--- config.mk ---
export PLATFORM = sky130hd
export DESIGN_NAME = nes_pad_poller
export DESIGN_NICKNAME = d
export VERILOG_FILES = /design/src/rtl/nes_pkg.sv /design/src/rtl/nes_sync.sv /design/src/rtl/nes_pad_poller.sv
export SDC_FILE = /design/constraint.sdc
export NUM_CORES = 1
export LEC_CHECK = 0
export BUFFER_PORTS_ARGS = -buffer_cell sky130_fd_sc_hd__buf_2
export CAP_MARGIN = 0
export CORE_MARGIN = 4
export CORE_UTILIZATION = 40
export DETAILED_ROUTE_END_ITERATION = 6
export GPL_TIMING_DRIVEN = 0
export RECOVER_POWER = 50
export SLEW_MARGIN = 20
export SYNTH_ARGS = -nofsm -noshare
export SYNTH_HDL_FRONTEND = slang
export SYNTH_SLANG_ARGS = --single-unit
--- constraint.sdc ---
create_clock -name clk -period 2.9 [get_ports clk]
set_clock_uncertainty 0.05 [all_clocks]
set_input_delay 0.58 -clock clk [delete_from_list [all_inputs] [get_ports clk]]
set_output_delay 0.58 -clock clk [all_outputs]
set_load 0.03 [all_outputs]
--- src/rtl/nes_pkg.sv ---
// Shared NES controller definitions: button bit positions, FSM encodings and word width.
// Used by the pad poller and by the game datapath.
package nes_pkg;

   localparam int NES_BITS = 8;

   localparam int BTN_A      = 0;
   localparam int BTN_B      = 1;
   localparam int BTN_SELECT = 2;
   localparam int BTN_START  = 3;
   localparam int BTN_UP     = 4;
   localparam int BTN_DOWN   = 5;
   localparam int BTN_LEFT   = 6;
   localparam int BTN_RIGHT  = 7;

   localparam logic [2:0] ST_IDLE_ENC  = 3'd0;
   localparam logic [2:0] ST_LATCH_ENC = 3'd1;
   localparam logic [2:0] ST_LOW_ENC   = 3'd2;
   localparam logic [2:0] ST_HIGH_ENC  = 3'd3;
   localparam logic [2:0] ST_DONE_ENC  = 3'd4;

   typedef enum logic [2:0] {
      ST_IDLE  = ST_IDLE_ENC,
      ST_LATCH = ST_LATCH_ENC,
      ST_LOW   = ST_LOW_ENC,
      ST_HIGH  = ST_HIGH_ENC,
      ST_DONE  = ST_DONE_ENC
   } nes_state_e;

   function automatic logic [NES_BITS-1:0] set_bit(
      input logic [NES_BITS-1:0] word,
      input logic [2:0]          pos,
      input logic                val
   );
      logic [NES_BITS-1:0] res;
      res      = word;
      res[pos] = val;
      return res;
   endfunction

endpackage

--- src/rtl/nes_sync.sv ---
// Two-flop synchronizer for one pad data line; resets to 1 (pad idle level).
module nes_sync (
   input  logic clk,
   input  logic rst,
   input  logic d,
   output logic q
);
   logic meta;

   always_ff @(posedge clk or posedge rst) begin
      if (rst) begin
         meta <= 1'b1;
         q    <= 1'b1;
      end else begin
         meta <= d;
         q    <= meta;
      end
   end

endmodule

--- src/rtl/nes_pad_poller.sv ---
// Polls N_PADS NES controllers in parallel and returns active-high button words.
// Optional NES_DEBOUNCE_EN: a pad's word only updates when two consecutive scans agree.
//
// state    | meaning
// ST_IDLE  | waiting for poll timer wrap with poll_en set
// ST_LATCH | pad_latch high for 2*HALF_BIT_CYC cycles
// ST_LOW   | pad_clk low; bit idx sampled on the last cycle
// ST_HIGH  | pad_clk high; pads shift on the rising edge
// ST_DONE  | one cycle, valid strobe with buttons freshly loaded
module nes_pad_poller
   import nes_pkg::*;
#(
   parameter int N_PADS       = 2,
   parameter int HALF_BIT_CYC = 150,
   parameter int POLL_CYC     = 416667
) (
   input  logic                       clk,
   input  logic                       reset,
   input  logic                       poll_en,
   input  logic [N_PADS-1:0]          pad_data,
   output logic [N_PADS-1:0]          pad_clk,
   output logic [N_PADS-1:0]          pad_latch,
   output logic [NES_BITS*N_PADS-1:0] buttons,
   output logic                       valid
);
   localparam int TMR_W = $clog2(POLL_CYC);
   localparam int PH_W  = $clog2(2*HALF_BIT_CYC);
   localparam logic [TMR_W-1:0] TMR_LAST   = TMR_W'(POLL_CYC - 1);
   localparam logic [TMR_W-1:0] TMR_ONE    = TMR_W'(1);
   localparam logic [PH_W-1:0]  LATCH_LOAD = PH_W'(2*HALF_BIT_CYC - 1);
   localparam logic [PH_W-1:0]  HALF_LOAD  = PH_W'(HALF_BIT_CYC - 1);
   localparam logic [PH_W-1:0]  PH_ONE     = PH_W'(1);
   localparam logic [2:0]       LAST_IDX   = 3'(NES_BITS - 1);

   nes_state_e       state, next_state;
   logic [TMR_W-1:0] tmr;
   logic [PH_W-1:0]  ph_cnt, ph_next;
   logic [2:0]       idx, idx_next;
   logic             tmr_wrap, ph_tc, sample, scan_end;
   logic             clk_q, latch_q;

   assign tmr_wrap = (tmr == TMR_LAST);
   assign ph_tc    = (ph_cnt == '0);
   assign scan_end = sample && (idx == LAST_IDX);

   // Free-running poll timer; independent of the FSM so the scan period is exact.
   always_ff @(posedge clk or posedge reset) begin
      if (reset)         tmr <= '0;
      else if (tmr_wrap) tmr <= '0;
      else               tmr <= tmr + TMR_ONE;
   end

   always_comb begin
      next_state = state;
      ph_next    = ph_tc ? ph_cnt : (ph_cnt - PH_ONE);
      idx_next   = idx;
      sample     = 1'b0;
      unique case (state)
         ST_IDLE: begin
            idx_next = '0;
            if (tmr_wrap && poll_en) begin
               next_state = ST_LATCH;
               ph_next    = LATCH_LOAD;
            end
         end
         ST_LATCH: begin
            if (ph_tc) begin
               next_state = ST_LOW;
               ph_next    = HALF_LOAD;
            end
         end
         ST_LOW: begin
            if (ph_tc) begin
               sample = 1'b1;
               if (idx == LAST_IDX) begin
                  next_state = ST_DONE;
               end else begin
                  next_state = ST_HIGH;
                  ph_next    = HALF_LOAD;
                  idx_next   = idx + 3'd1;
               end
            end
         end
         ST_HIGH: begin
            if (ph_tc) begin
               next_state = ST_LOW;
               ph_next    = HALF_LOAD;
            end
         end
         ST_DONE: begin
            next_state = ST_IDLE;
            idx_next   = '0;
         end
         default: next_state = ST_IDLE;
      endcase
   end

   // Pin outputs are registered from next_state so they are glitch-free and aligned with state.
   always_ff @(posedge clk or posedge reset) begin
      if (reset) begin
         state   <= ST_IDLE;
         ph_cnt  <= '0;
         idx     <= '0;
         clk_q   <= 1'b0;
         latch_q <= 1'b0;
         valid   <= 1'b0;
      end else begin
         state   <= next_state;
         ph_cnt  <= ph_next;
         idx     <= idx_next;
         clk_q   <= (next_state == ST_HIGH);
         latch_q <= (next_state == ST_LATCH);
         valid   <= (next_state == ST_DONE);
      end
   end

   assign pad_clk   = {N_PADS{clk_q}};
   assign pad_latch = {N_PADS{latch_q}};

   for (genvar p = 0; p < N_PADS; p++) begin : g_pad
      logic                sync_q;
      logic [NES_BITS-1:0] sr, raw_next, btn_q;

      nes_sync u_sync (
         .clk (clk),
         .rst (reset),
         .d   (pad_data[p]),
         .q   (sync_q)
      );

      // Pad data is active-low; the final bit is merged here so buttons is ready in ST_DONE.
      assign raw_next = set_bit(sr, idx, ~sync_q);

      always_ff @(posedge clk or posedge reset) begin
         if (reset)       sr <= '0;
         else if (sample) sr <= raw_next;
      end

`ifdef NES_DEBOUNCE_EN
      logic [NES_BITS-1:0] prev_raw;

      always_ff @(posedge clk or posedge reset) begin
         if (reset) begin
            prev_raw <= '0;
            btn_q    <= '0;
         end else if (scan_end) begin
            prev_raw <= raw_next;
            if (raw_next == prev_raw) btn_q <= raw_next;
         end
      end
`else
      always_ff @(posedge clk or posedge reset) begin
         if (reset)         btn_q <= '0;
         else if (scan_end) btn_q <= raw_next;
      end
`endif

      assign buttons[NES_BITS*p +: NES_BITS] = btn_q;
   end

endmodule

Yosys cells after proc, flatten, opt, wreduce, memory -nomap -nowiden
Cells that the tools add are included.

Flip-flop bits (word level): 73. Input port bits: 5. Output and inout bits: 21. Word-level logic and storage cells: 63.

$add $sub $neg: 3. $lt $le $gt $ge: 2. Equality and inequality tests: 11. Mux-type cells: 21. Bitwise logic cells: 2. Reductions and logical operators: 9.

Operators with widths (count): 2-to-1 mux 9 bit (5); case mux 9 bit (3 select lines) (1); adder 19 x 1 -> 19 bit, second input constant (1); equality test 19 bit, second input constant (1); 2-to-1 mux 19 bit (1); 2-to-1 mux 3 bit (6); bitwise mux 8 bit (2); equality test 3 x 2 -> 1 bit, second input constant (3); equality test 3 bit, second input constant (3); zero test 9 bit (1); case mux 3 bit (3 select lines) (1); subtractor 9 x 1 -> 9 bit, second input constant (1); equality test 3 x 1 -> 1 bit, second input constant (2); case mux 3 bit (2 select lines) (1); less-than comparator 3 x 4 -> 1 bit, second input constant (1); inequality test 2 bit, second input constant (2); OR reduction 2 bit (2); adder 3 x 1 -> 3 bit, second input constant (1); demux 1 bit (select 3 bit) (1); greater-or-equal comparator 3 x 1 -> 1 bit, second input constant (1); logical AND 1 bit (3); zero test 3 bit (1); 2-to-1 mux 1 bit (3); AND reduction 3 bit (1); other kinds (2) (3).

Longest topological paths before layout
Depth in word-level cells: 5. Depth in mapped cells: 8. Gate-level depth less buffers: 8.

By module
From an unflattened synthesis, not the netlist that was laid out.

Cells, all modules: 345. Area, all modules: 3626.0 um^2.

By module, submodules not included: nes_pad_poller (times used 1, cells an instance 339, area each 3513.4 um^2, seq. area each 1726.7 um^2); nes_sync (times used 2, cells an instance 3, area each 56.3 um^2, seq. area each 52.6 um^2).

Worst setup path after synthesis
OpenSTA, ideal clock, no wires.

Path type: register to register. Start point: reg ph_cnt[0]. End point: reg g_pad[1].sr[4]. Library setup time: 125 ps. Data arrival time: 1719 ps. Required time: 2725 ps. Slack: 1006 ps. Cell stages (with the launch flop): 9. Buffers on the path: 1. Clock period less this slack: 1894 ps. Cells stage by stage: dfrtp_1 > inv_1 > ha_1 > nor3b_4 > and3_4 > and2_4 > buf_6 > nand2_2 > mux2_4.

Word-level cells in the longest chain between the ends: 3.

Ends and longest elaborated chain: start: declaration (line nes_pad_poller.sv:37) `logic [PH_W-1:0] ph_cnt, ph_next;`; start signal: assignment (line nes_pad_poller.sv:109) `ph_cnt <= ph_next;`; zero test 9 bit (line nes_pad_poller.sv:43) `assign ph_tc = (ph_cnt == '0);`; 2-to-1 mux 1 bit (line nes_pad_poller.sv:73) `if (ph_tc) begin`; 2-to-1 mux 1 bit (line nes_pad_poller.sv:58) `unique case (state)`; end signal: assignment (line nes_pad_poller.sv:136) `else if (sample) sr <= raw_next;`; end: declaration (line nes_pad_poller.sv:122) `logic [NES_BITS-1:0] sr, raw_next, btn_q;`.

Every way passes these cells. A chain may end at the register's enable or synchronous reset.

Worst setup path after layout
Start point: reg ph_cnt[0]. End point: reg g_pad[1].btn_q[6].

Word-level cells in the longest chain between the ends: 4.

Ends and longest elaborated chain: zero test 9 bit (line nes_pad_poller.sv:43); 2-to-1 mux 1 bit (line nes_pad_poller.sv:73); 2-to-1 mux 1 bit (line nes_pad_poller.sv:58); logical AND 1 bit (line nes_pad_poller.sv:44) `assign scan_end = sample && (idx == LAST_IDX);`; end signal: assignment (line nes_pad_poller.sv:154) `else if (scan_end) btn_q <= raw_next;`; end: declaration (line nes_pad_poller.sv:122).

Every way passes these cells.

==> metrics <==
Mapped Area 0.00348 mm^2; multi-input logic area 0.00151 mm^2; post-cts resize count 0; unrepaired setup endpoints after global routing false; Finished Cell Area 0.00395 mm^2; global route overflow 0; syn_nets 367; prevailing post-synth register cell dfrtp_1; CTS clk-pin slew, worst paths 0.07 ns; CP max stage cell dfrtp_1; FILL cells 822; commonest cells in the netlist dfrtp_1, nand2_1, nor2_1, o21ai_0, a21oi_1; reg2reg path depth 8; drt total wl 6.82 mm; post-synth cell types 54; crit end category register; die footprint 0.0103 mm^2; pwr/cell area 475 mW/mm^2; top cells by area, synth dfrtp_1, o21ai_0, nand2_1; Core ar. 0.00834 mm^2; count leader, synth dfrtp_1; worst r2r src ph_cnt[0]; Max Fclk 0.424 GHz; Critical path origin ph_cnt[0]; status finished with violations; die width 101 um; post-CTS setup repair buffer count 0; Inserted Clock Buffers 9; Leakage 1.87 nW; Final Hold Vio Count 0; via count 2568; R2R Setup Slk 0.54 ns; pin count of the biggest net entering global routing 38; Placement Setup Slack 0.496 ns; Ys Warns 0; Initial DRC Count 112; min-delay worst type in2reg; total of max-cap violations 1; GRT Total Usage 14.4%; Reg-to-Reg End g_pad[1].btn_q[6]; Setup crit start kind register; routability cong. 0.769; Clock Latency Late Sink 0.34 ns; fin crit share 81.3%; sequential cell area 0.00183 mm^2; mean area per synthesized cell 9.81 um^2; DR pass1 iterations 4; I/O Buffers 25; setup violators final 0; arrival time at the worst endpoint 2.51 ns; CP Class reg2reg; DP HPWL 4.71 mm; Crit Path Max Fanout 10; #FFs+latches synth 73; drt drc 0; Initial Util 41.7%; Slew @ Worst Pin 1.64 ns; Crit path largest cell delay 0.41 ns; hold path startpoint pad_data[0]; CTS sink cnt 73; vias per cell 5.12; failing checks capacitance limit, slew limit; post-synth top area share 49.6%; Post-synth EDFFs 0; DRT antenna net count 0; vias in the first global route 2513; initial antenna violation count 0; fraction of registers with async set/reset 100%; Hold Path Cell Cnt 1; H-tree lvl count 3; count of nets after finishing 404; P&R area growth vs syn 13.4%; cell row count 33; Root Buffer clkbuf_8; sequential fraction of the synthesis area 52.6%; max_slew headroom -9.96%; Yosys top cell by area dfrtp_1; # IOs 26; TritonCTS clock tree built; crit-path cells inv_1 -> ha_1 -> nor3b_4 -> and3_4 -> nand3_1 -> clkbuf_1 -> nand2_1 -> o21ai_0; final worst slack 0.542 ns; Req. time, crit path 3.05 ns; layout cell share with drive strength beyond 1 17.6%; Synth Instances 355; Die Y 101 um; Area after DPL 0.00376 mm^2; Slew Viols, Final 38; DR WL/cell 13.6 um; Worst IR Drop VDD 256 uV; Final Critical Period 2.36 ns; Worst Hold Path EP g_pad[0].u_sync.meta; clk buf depth 2; hold_buf cts 0; number of antenna diodes 0; first-pass GRT wire length 11.8 mm
-- registers in the layout, summed over array words and instances, names as in the netlist --
signal and count:
clk_q 1, ph_cnt 9, state 3, g_pad.btn_q 16
idx 3, g_pad.sr 16, g_pad.u_sync.meta 2, g_pad.u_sync.q 2
latch_q 1, tmr 19, valid 1
-- how the worst max path moves through the flow --
stage	to	cells past startpoint
final	g_pad[1].btn_q[6]	8
after detailed placement	g_pad[1].btn_q[6]	8
after global placement	ph_cnt[3]	2
after global routing	latch_q	3
after floorplan	clk_q	1
after CTS	g_pad[1].btn_q[6]	8
-- cell type report --
cell class	count	share of cell area, %
clock inverters	2	0.887
plain buffers	18	2.44
clock buffers	14	4.37
inverters	12	1.17
multi-input cells	252	38.2
well taps	105	3.33
repair buffers	26	3.23
flip-flops and latches	73	46.4
-- kinds of logic after synthesis --
logic type	count (synthesis)	share of synthesized area, %
mux	11	3.59
simple gates	144	21.2
flops	73	52.6
buf+inv	30	4.06
compound gates	73	11.8
xor+xnor	17	4.28
fa+ha+maj	7	2.52
-- metal layers --
| layer | up-vias | global-route usage, % | routed length (um) |
|---|---|---|---|
| met5 | - | 0 | 0 |
| met3 | 7 | 3.72 | 297 |
| met4 | 0 | 4.29 | 81 |
| met1 | 1219 | 19.8 | 3330 |
| met2 | 48 | 22.5 | 3120 |
| li1 | 1294 | - | - |
-- power by group --
group	switching (mW)	internal [mW]	total [mW]
registers	0.000648	1.02	1.02
clock network	0.353	0.468	0.820
logic	0.0282	0.00418	0.0323
total	0.381	1.49	1.88
-- critical path: cells and delay by family, from the launching register on --
| kind | cells | cell delay, ns |
|---|---|---|
| and+or+nand+nor | 4 | 0.98 |
| buffers and inverters | 2 | 0.50 |
| DFF | 1 | 0.41 |
| adders and majority gates | 1 | 0.19 |
| AOI/OAI and AO/OA | 1 | 0.09 |
-- placed cells by master, fill, tap and decap left out, types with 3 or more instances in the layout --
cell type  instances
xnor2_1            6
xor2_1            11
clkbuf_1          11
nand4_1            3
buf_2             28
nand3_1           14
mux2i_1            5
a21oi_1           23
mux2_2             4
nand3b_1           4
clkbuf_8          12
buf_4              4
nand2_1           42
nor2_1            41
dfrtp_1           69
and4_1             3
a31oi_1            4
ha_1               7
dfstp_2            4
o21ai_0           34
nor3_1             6
inv_1             11
nor3b_1            3
-- through the flow --
stage,utilization (%),setup TNS [ns],hold WS [ns],cells,power (mW)
floorplan,-,0,0.295,355,1.06
global placement,44.8,-36.49,0.296,485,1.08
detailed placement,45.1,0,0.297,486,1.08
CTS,47.6,0,0.229,502,1.90
global route,47.3,0,0.269,502,1.95
finish,47.3,0,0.290,502,1.88
Power figures use the tool's default switching activity.
